## src/rtl/fetch_stage_pkg.sv

```systemverilog
// Shared pipeline definitions for the fetch stage: instruction geometry,
// the HALT opcode and the fetch state encoding.
package fetch_stage_pkg;

    localparam int INSTR_W  = 20;
    localparam int OPCODE_W = 4;

    localparam logic [OPCODE_W-1:0] OP_HALT   = 4'hF;
    localparam logic [INSTR_W-1:0]  NOP_INSTR = 20'h0;

    typedef enum logic [1:0] {
        ST_FETCH,
        ST_HOLD,
        ST_DRAIN,
        ST_HALTED
    } fetch_state_e;

endpackage

```

## src/rtl/fetch_stage.sv

```systemverilog
// Instruction fetch stage: owns the PC and the imem request/ready handshake,
// and feeds the IF/ID register, with stall skid, branch redirect/drain and HALT.
module fetch_stage #(
    parameter int                ADDR_W   = 8,
    parameter int                INSTR_W  = 20,
    parameter logic [ADDR_W-1:0] RESET_PC = '0
) (
    input  logic               clock,
    input  logic               reset,
    input  logic               stall,
    input  logic               branch_taken,
    input  logic [ADDR_W-1:0]  branch_target,
    output logic               imem_req,
    output logic [ADDR_W-1:0]  imem_addr,
    input  logic               imem_ready,
    input  logic [INSTR_W-1:0] imem_data,
    output logic [INSTR_W-1:0] instruction,
    output logic [3:0]         opcode,
    output logic [ADDR_W-1:0]  pc_out,
    output logic               valid,
    output logic               halted
);
    import fetch_stage_pkg::*;

    fetch_state_e        state_q;
    logic [ADDR_W-1:0]   pc_q;
    logic [ADDR_W-1:0]   drain_addr_q;
    logic [ADDR_W-1:0]   skid_pc_q;
    logic [INSTR_W-1:0]  skid_q;
    logic [INSTR_W-1:0]  instr_q;
    logic [OPCODE_W-1:0] opcode_q;
    logic [ADDR_W-1:0]   pc_out_q;
    logic                valid_q;
    logic                halted_q;

    logic                complete;
    logic                deliver;
    logic                deliver_halt;
    logic                bubble;
    logic [INSTR_W-1:0]  deliver_word_d;
    logic [ADDR_W-1:0]   deliver_pc_d;

    // NOTE: imem_req is gated by reset so no request escapes in the reset cycle, whatever state_q holds.
    assign imem_req  = !reset && (state_q == ST_FETCH || state_q == ST_DRAIN);
    assign imem_addr = (state_q == ST_DRAIN) ? drain_addr_q : pc_q;
    assign complete  = imem_req && imem_ready;

    // NOTE: every always_comb output gets a default first so no latch can be inferred.
    always_comb begin
        deliver_word_d = imem_data;
        deliver_pc_d   = pc_q;
        if (state_q == ST_HOLD) begin
            deliver_word_d = skid_q;
            deliver_pc_d   = skid_pc_q;
        end
        deliver = !branch_taken && !stall &&
                  ((state_q == ST_FETCH && complete) || state_q == ST_HOLD);
        deliver_halt = (deliver_word_d[INSTR_W-1 -: OPCODE_W] == OP_HALT);
        bubble = (state_q != ST_HALTED) &&
                 (branch_taken || state_q == ST_DRAIN ||
                  (state_q == ST_FETCH && !complete && !stall));
    end

    // NOTE: sequential state uses non-blocking assignments only, so every register sees pre-edge values.
    always_ff @(posedge clock) begin
        if (reset) begin
            state_q      <= ST_FETCH;
            pc_q         <= RESET_PC;
            drain_addr_q <= '0;
            skid_q       <= '0;
            skid_pc_q    <= '0;
            instr_q      <= '0;
            opcode_q     <= '0;
            pc_out_q     <= '0;
            valid_q      <= 1'b0;
            halted_q     <= 1'b0;
        end else begin
            if (deliver) begin
                instr_q  <= deliver_word_d;
                opcode_q <= deliver_word_d[INSTR_W-1 -: OPCODE_W];
                pc_out_q <= deliver_pc_d;
                valid_q  <= 1'b1;
            end else if (bubble) begin
                instr_q  <= INSTR_W'(NOP_INSTR);
                opcode_q <= '0;
                valid_q  <= 1'b0;
            end else if (state_q == ST_HALTED) begin
                valid_q  <= 1'b0;
                halted_q <= 1'b1;
            end

            unique case (state_q)
                ST_FETCH: begin
                    if (branch_taken) begin
                        pc_q <= branch_target;
                        if (!complete) begin
                            drain_addr_q <= pc_q;
                            state_q      <= ST_DRAIN;
                        end
                    end else if (complete) begin
                        if (stall) begin
                            skid_q    <= imem_data;
                            skid_pc_q <= pc_q;
                            state_q   <= ST_HOLD;
                        end else if (deliver_halt) begin
                            state_q <= ST_HALTED;
                        end else begin
                            pc_q <= pc_q + 1'b1;
                        end
                    end
                end
                ST_HOLD: begin
                    if (branch_taken) begin
                        pc_q    <= branch_target;
                        state_q <= ST_FETCH;
                    end else if (!stall) begin
                        if (deliver_halt) begin
                            state_q <= ST_HALTED;
                        end else begin
                            pc_q    <= skid_pc_q + 1'b1;
                            state_q <= ST_FETCH;
                        end
                    end
                end
                ST_DRAIN: begin
                    // The outstanding word is discarded; pc already holds the redirect target.
                    if (branch_taken) begin
                        pc_q <= branch_target;
                    end else if (complete) begin
                        state_q <= ST_FETCH;
                    end
                end
                ST_HALTED: begin
                end
            endcase
        end
    end

    assign instruction = instr_q;
    assign opcode      = opcode_q;
    assign pc_out      = pc_out_q;
    assign valid       = valid_q;
    assign halted      = halted_q;

endmodule

```

## config.mk

```make
export PLATFORM = sky130hd
export DESIGN_NAME = fetch_stage
export DESIGN_NICKNAME = d
export VERILOG_FILES = /design/src/rtl/fetch_stage_pkg.sv /design/src/rtl/fetch_stage.sv
export SDC_FILE = /design/constraint.sdc
export NUM_CORES = 1
export LEC_CHECK = 0
export ABC_AREA = 1
export BUFFER_PORTS_ARGS = -buffer_cell sky130_fd_sc_hd__buf_2
export CAP_MARGIN = 20
export CELL_PAD_IN_SITES_DETAIL_PLACEMENT = 1
export CELL_PAD_IN_SITES_GLOBAL_PLACEMENT = 1
export CORE_MARGIN = 2
export CORE_UTILIZATION = 35
export CTS_CLUSTER_SIZE = 30
export DETAILED_ROUTE_END_ITERATION = 8
export PLACE_DENSITY = 0.84
export SLEW_MARGIN = 15
export SYNTH_ARGS = -nofsm -noshare
export SYNTH_HDL_FRONTEND = slang
export SYNTH_SLANG_ARGS = --single-unit
```

## constraint.sdc

```tcl
create_clock -name clock -period 1.72 [get_ports clock]
set_clock_uncertainty 0.2 [all_clocks]
set_input_delay 0.172 -clock clock [delete_from_list [all_inputs] [get_ports clock]]
set_output_delay 0.172 -clock clock [all_outputs]
set_load 0.05 [all_outputs]
```

After elaboration in Yosys (flattened, before gate mapping)
Index checks and enable logic that the tools add are counted.
Storage, ports and cells
  bits in registers: 80
  input bits: 33
  output and inout port bits: 43
  logic and storage cells: 86
Operators by class
  add/sub/neg operators: 2
  equality and inequality tests: 15
  mux-type cells: 30
  bitwise operators: 4
  reduce and logical (&&, ||, !) cells: 25
Operators by type and width (count)
  2-to-1 mux 8 bit: 10
  2-to-1 mux 20 bit: 3
  one-hot mux 8 bit (3 select lines): 1
  2-to-1 mux 2 bit: 10
  inequality test 3 bit, second input constant: 6
  adder 8 x 1 -> 8 bit, second input constant: 2
  AND reduction 7 bit: 2
  logical AND 1 bit: 8
  2-to-1 mux 4 bit: 2
  inequality test 2 bit, second input constant: 4
  one-hot mux 2 bit (3 select lines): 1
  AND reduction 3 bit: 2
  nonzero test 3 bit: 2
  equality test 2 bit, second input constant: 2
  equality test 4 bit, second input constant: 1
  logical NOT 1 bit: 4
  logical OR 1 bit: 4
  inequality test 4 bit, second input constant: 1
  NOT 1 bit: 4
  AND reduction 4 bit: 1
  2-to-1 mux 1 bit: 3
  equality test 2 x 1 -> 1 bit, second input constant: 1
  logical NOT 2 bit: 1
  nonzero test 2 bit: 1

Longest topological paths before layout
Gate-level depths: netlist of the first run.
  depth in word-level cells: 11
  depth in mapped cells: 14
  depth with buffers taken out: 13

Worst setup path after synthesis of the first run
Ideal clock, no wire load.
  path type: register to output
  start: register state_q[0]
  end: output imem_addr[5]
  data arrival time: 2.226 ns
  setup slack: -0.878 ns
  stages on the path, launching flop included: 7
  path buffers: 3
  cells stage by stage: dfxtp_1 > inv_1 > ha_1 > buf_2 > clkbuf_1 > clkbuf_1 > o21ai_0
Between the ends
  cells in the longest elaborated chain, start to end: 2
RTL lines
  from (decl): RTL line fetch_stage.sv:25  | fetch_state_e state_q;
  from (signal assigned): RTL line fetch_stage.sv:67  | state_q <= ST_FETCH;
  from (signal assigned): RTL line fetch_stage.sv:98  | state_q <= ST_DRAIN;
  from (signal assigned): RTL line fetch_stage.sv:104  | state_q <= ST_HOLD;
  equality test 2 bit: RTL line fetch_stage.sv:45  | assign imem_addr = (state_q == ST_DRAIN) ? drain_addr_q : pc_q;
  2-to-1 mux 8 bit: RTL line fetch_stage.sv:45
  to (decl): RTL line fetch_stage.sv:14  | output logic [ADDR_W-1:0] imem_addr,
No other way between the ends.

Worst setup path in the final report of the first run
  start: register state_q[0]
  end: register skid_pc_q[5]
Between the ends
  cells in the longest elaborated chain, start to end: 5
  elaborated cells between the ends (all ways): 6
  those cells by class: eq/ne: 1; reduce/logical: 5
RTL lines
  equality test 2 bit / logical NOT 2 bit (equally long branches): RTL line fetch_stage.sv:44, fetch_stage.sv:92
  logical OR 1 bit: RTL line fetch_stage.sv:44  | assign imem_req = !reset && (state_q == ST_FETCH || state_q == ST_DRAIN);
  logical AND 1 bit: RTL line fetch_stage.sv:44
  logical AND 1 bit: RTL line fetch_stage.sv:46  | assign complete = imem_req && imem_ready;
  AND reduction 4 bit (no source line) *
  to (signal assigned): RTL line fetch_stage.sv:103  | skid_pc_q <= pc_q;
  to (decl): RTL line fetch_stage.sv:28  | logic [ADDR_W-1:0] skid_pc_q;
Every way passes the cells marked *; elsewhere a longest branch is shown, timed or not.
A chain may end at the register's enable or synchronous reset.

==> metrics, run 1 <==
Critical Path Sink Type=flip-flop; Cell Count Post-Placement=~780; worst r2r src=state_q[0]; P_sw=approximately 5 mW; Die Ht=around 110 µm; TritonRoute pass-1 iters=6; # IOs=76; Post-synth ARST share=0; share of cells above drive strength 1=0.4533; status=complete, but fails checks; syn_area_per_cell=6.949 µm²; Post-synth top cells=nand2_1 (137), dfxtp_1 (76), o21ai_0 (69); vias in the first global route=5385; Critical Path Start Type=flip-flop; register area share after synthesis=0.3862; Clock transition at path regs=approximately 0.070 ns; CP Class=flip-flop to flip-flop; routed via count=roughly 5300; most common cell in the netlist=nand2_1; Port Buf Inserts=75; post-synth net total=slightly above 600; Clock Sinks=76; clk_lat worst skew=approximately 0.36 ns; H-tree level count=3; Fillers=between 1000 and 1500; Max Clk Rate=around 440 MHz; # DRC=0; routed wire length=24410 µm; total track usage=0.3386; routed length per placed instance=around 28 µm; Die Wd=110.1 µm; largest net degree at the start of global routing=55; Cell Area, Synth=around 4000 µm²; Root Buffer=clkbuf_16; number of flops mapped to enable cells by yosys=0; area grow syn2layout=69.61%; Yosys Warn Count=0; Pwr Density=1652 nW/µm²; Vias/cell=roughly 6.1; clock share of power=0.225; Yosys cell types=32; DP HPWL=9158 µm; minimum clock period=between 2 and 2.5 ns; switching share of power=0.4516; Placed Area=4725 µm²; antenna cells=0; CP required=about 1.8 ns; largest area contributor in the netlist=dfxtp_1; remaining antenna violation count=0; CTS Buf Count=9; final hold slack=~0.064 ns; relative slew slack=0.5348; Max VDD drop=0.7268 mV; cells after synthesis=567; Die ar.=approximately 12000 µm²; Final Max Slew Viols=0; #FFs+latches synth=76; Core Region=between 10000 and 15000 µm²; final worst path period share=1.316; std cell rows=38; gpl congestion=between 0.8 and 0.9; Hold Path Class=primary input to flip-flop; Worst EP arrival=around 2.3 ns; CTS tree=yes; Setup WS pre-CTS=-0.2644 ns; measured slew at the worst slew-check pin=0.6978 ns; Clock Tree Buf Depth=2; Comb power frac=0.565; LEAKAGE=2.966 nW; Initial Util=0.3603; Reg power frac=0.209; antenna violations before repair=2; fin nets=between 700 and 800; Max FO, Critical Path=6; fin area=6683 µm²; Post-synth top flop=dfxtp_1; internal power=roughly 6 mW; worst setup margin=-0.5434 ns; first-pass GRT wire length=slightly above 30000 µm; Setup violations, final=84; initial drt markers=roughly 580; failing checks=negative setup slack; top area cells in the synthesized netlist=dfxtp_1 (39%), nand2_1 (13%), o21ai_0 (8.8%), a21oi_1 (8.4%), nor2_1 (4.6%); RSZ-0062 raised after global routing=yes; GRT Residual Overflow=0; post-synth top area share=0.3862; HP Start=branch_target[1]; Final Instance Count excl. Fillers=a little under 900; Hold Fails Final Rpt=0; Max Cap Viol=0; Core Util, Final=0.6111; Setup crit start=state_q[0]
## flip-flops by register name (all words and copies together) (netlist names)
signal	cells
pc_q	8
halted	1
valid	1
skid_pc_q	8
skid_q	20
drain_addr_q	8
instruction	20
state_q	2
pc_out	8
## power groups by stage
stage / Combinational [mW] / Sequential [mW] / Clock (mW)
2_1_floorplan: 2.54 / 2.39 / 0
3_3_place_gp: 3.73 / 2.24 / 0
3_5_place_dp: 3.89 / 2.25 / 0
4_1_cts: 4.90 / 2.24 / 2.40
5_1_grt: 6.50 / 2.32 / 2.54
6_report: 6.24 / 2.31 / 2.49
## cells by family (layout without fill, tap and decap cells)
logic type,Yosys count,count (layout),share of synthesized area
compound gates,171,171,0.2391
xor+xnor,3,3,0.006670
buf+inv,90,251,0.1089
flops,76,76,0.3862
fa+ha+maj,6,6,0.01905
simple gates,221,221,0.2401
## path summary, 6_finish.rpt
kind | slack, ns | end | cells after the start
worst max-delay path | -0.54 | skid_pc_q[5] | 10
worst min-delay path | 0.06 | pc_q[1] | 5
worst max register to register | -0.54 | skid_pc_q[5] | 10
worst min register to register | 0.27 | instruction[10] | 2
## per-stage QoR
step	power, mW	setup TNS [ns]
after floorplan	4.926	-0.5265
after global placement	5.966	-3.770
after detailed placement	6.134	-6.659
after CTS	9.536	-13.51
after global routing	11.36	-31.22
final	11.04	-28.05
## cell type report
type,instances,area (µm²),area share
multi-input cells,401,2638,0.3947
repair buffers,183,1753,0.2623
flip-flops and latches,76,1524,0.2280
clock buffers,10,229.0,0.03426
inverters,52,227.7,0.03408
well taps,140,175.2,0.02621
clock inverters,6,136.4,0.02041
## cells in the final DEF, fill, tap and decap left out, drive strengths merged
cell / count
clkbuf: 13
dlygate4sd3: 21
clkinvlp: 2
a21oi: 67
nor2: 51
nand3: 19
clkinv: 3
buf: 158
a31oi: 7
xor2: 3
o211ai: 18
nand4: 1
dfxtp: 76
ha: 6
o22ai: 1
or2: 3
nand2: 147
inv: 49
o21ai: 72
o21a: 1
bufbuf: 1
o21bai: 4
bufinv: 4
o221ai: 1
## per-layer routing
layer | wire length, µm | global-route usage | vias up
met1 | 8601 | 0.3597 | 2560
met2 | 11330 | 0.6060 | 383
li1 | - | - | 2181
met4 | 2107 | 0.2089 | 4
met5 | 33 | 0 | -
met3 | 2337 | 0.07525 | 171
## worst max-delay path, cell delays in order (launching register included)
cell and delay [ns]:
dfxtp_2 0.34, buf_6 0.12, inv_6 0.06, buf_12 0.09, ha_4 0.16, nand3_4 0.11
nor2_4 0.31, buf_12 0.17, buf_12 0.12, o21ai_2 0.08, a21oi_2 0.35
## timing repair
item / in CTS / in global routing
buffers inserted: 19 / 17
cloned: 14 / 3
endpoints found under the setup margin: 78 / 84
pin swaps: 35 / 42
hold buffers: 21 / 0
gates resized for setup: 123 / 113
hold endpoints to repair: 22 / 0
Note: power is estimated with default switching activity, not from simulation.
==> run 2, diff against run 1 <==
- CORE_MARGIN: 2 -> 3
==> run 2 against run 1 <==
  * The run still ends with negative setup slack left
  * Power is 2.0% higher
  * Worst hold slack worse by 0.013 ns
  * Critical path depth stayed put
  * First-iteration DRC count is 9.8% lower
  * Utilization is 2.6 points higher
  * Sequential cell count stayed put
  * Sequential share of layout area is 0.84 points lower
  * Wire length is 4.2% higher
  * Combinational power is 5.4% higher
  * Clock power is 6% lower
  * Die area is 3.7% higher
  * Critical path type unchanged
  * Critical endpoint is now skid_q[16]
  * Largest power group unchanged
  * Highest routed layer is now met4
==> metrics, run 2 (synthesis results as in run 1) <==
antenna violations before repair=0; Final Max Slew Viols=0; CP Cell Sequence=inv_4, buf_6, ha_4, nand3_4, buf_6, nor2_4, buf_12, buf_12, o21ai_0, nor2_1; routed wire length=roughly 25000 µm; Max VDD drop=between 1 and 1.5 mV; internal power=6.108 mW; CP top delay family=buffers and inverters; H-tree level count=3; Initial Util=0.3603; Reg power frac=0.208; Die Wd=112.1 µm; Clock Tree Buf Depth=2; measured slew at the worst slew-check pin=0.4698 ns; LEAKAGE=3.097 nW; Worst EP arrival=~2.2 ns; failing checks=negative setup slack; Critical Path Sink Type=flip-flop; Vias/cell=between 6 and 7; minimum clock period=2.157 ns; CP Class=flip-flop to flip-flop; CTS tree=yes; status=complete, but fails checks; routed length per placed instance=around 29 µm; relative slew slack=0.6835; CP peak stage delay=0.39 ns; largest net degree at the start of global routing=55; Die ar.=roughly 13000 µm²; TritonRoute pass-1 iters=5; fin area=6965 µm²; Port Buf Inserts=75; Setup violations, final=84; Critical Path Start Type=flip-flop; Core Util, Final=0.6370; Hold Fails Final Rpt=0; Placed Area=about 4800 µm²; slowest CP cell=dfxtp_2; P_sw=roughly 5 mW; Die Ht=around 110 µm; # IOs=76; initial drt markers=525; routed via count=approximately 5400; Pwr Density=around 1600 nW/µm²; std cell rows=38; most frequent cells in the layout=nand2_1 (107), dfxtp_1 (71), buf_2 (66); CTS Buf Count=9; share of cells above drive strength 1=0.4797; CP required=~1.7 ns; RSZ-0062 raised after global routing=yes; fin nets=772; final worst path period share=1.254; commonest non-fill, non-tap cell in the layout=nand2_1; Root Buffer=clkbuf_16; Core Region=between 10000 and 15000 µm²; Comb power frac=0.584; worst setup margin=-0.4369 ns; gpl congestion=about 0.84; clock share of power=0.208; Max FO, Critical Path=8; switching share of power=0.4575; Clock transition at path regs=approximately 0.07 ns; remaining antenna violation count=0; GRT Residual Overflow=0; Fillers=approximately 1200; antenna cells=0; first-pass GRT wire length=roughly 32000 µm; clk_lat worst skew=between 0.3 and 0.4 ns; DP HPWL=between 9000 and 10000 µm; Max Cap Viol=0; Max Clk Rate=~460 MHz; worst path bufs/invs=5; total track usage=0.3257; vias in the first global route=5495; # DRC=0; Clock Sinks=76; Hold Path Class=primary input to flip-flop; area grow syn2layout=76.79%
-- run 2: routing by layer --
layer,vias to the layer above,wire length [µm],track usage
met4,0,2299,0.1691
met2,432,12160,0.5777
met5,-,0,0
li1,2200,-,-
met3,187,2003,0.05606
met1,2602,8981,0.3740
-- run 2: worst paths after layout --
path / startpoint / end / slack, ns / depth (start not counted)
setup / recovery: state_q[1] / skid_q[16] / -0.44 / 10
hold / removal: branch_target[1] / pc_q[1] / 0.05 / 5
setup reg to reg: state_q[1] / skid_q[16] / -0.44 / 10
hold reg to reg: instruction[5] / instruction[5] / 0.30 / 2
-- run 2: what timing repair did --
action,in CTS,in global routing
cloned,15,4
pin swaps,34,56
resized for setup,121,144
endpoints found under the hold margin,20,0
setup buffers,23,18
endpoints found under the setup margin,78,84
hold buffers,20,0
-- run 2: area by class of cell --
class,count,area (µm²),area share
multi-input cells,401,2730,0.3920
well taps,140,175.2,0.02515
flip-flops and latches,76,1530,0.2197
clock inverters,7,123.9,0.01778
inverters,52,222.7,0.03197
clock buffers,9,225.2,0.03233
repair inverters,1,8.758,0.001257
repair buffers,192,1949,0.2799
-- run 2: tightest hold or removal path, stage by stage --
cell and delay, ns:
buf_2 0.09, o221ai_1 0.10, nand2_1 0.07, nand2_1 0.05, nor2_1 0.08
-- run 2: per-stage QoR --
stage / hold WS (ns) / worst slack [ns] / setup TNS, ns / instances / power [mW]
after floorplan: 0.1069 / -0.09283 / -0.5265 / 567 / 4.926
after global placement: 0.2270 / -0.1251 / -2.759 / 789 / 6.040
after detailed placement: 0.2420 / -0.2852 / -5.719 / 789 / 6.192
after CTS: 0.05604 / -0.2542 / -12.01 / 862 / 9.684
after global routing: 0.1098 / -0.5183 / -28.33 / 878 / 11.56
final: 0.05122 / -0.4369 / -24.95 / 878 / 11.26
-- run 2: power groups by stage --
| stage | Sequential [mW] | Combinational [mW] | Clock, mW |
|---|---|---|---|
| 3_5_place_dp | 2.26 | 3.94 | 0 |
| 5_1_grt | 2.34 | 6.81 | 2.41 |
| 3_3_place_gp | 2.24 | 3.80 | 0 |
| 6_report | 2.34 | 6.58 | 2.34 |
| 4_1_cts | 2.23 | 5.19 | 2.26 |
| 2_1_floorplan | 2.39 | 2.54 | 0 |
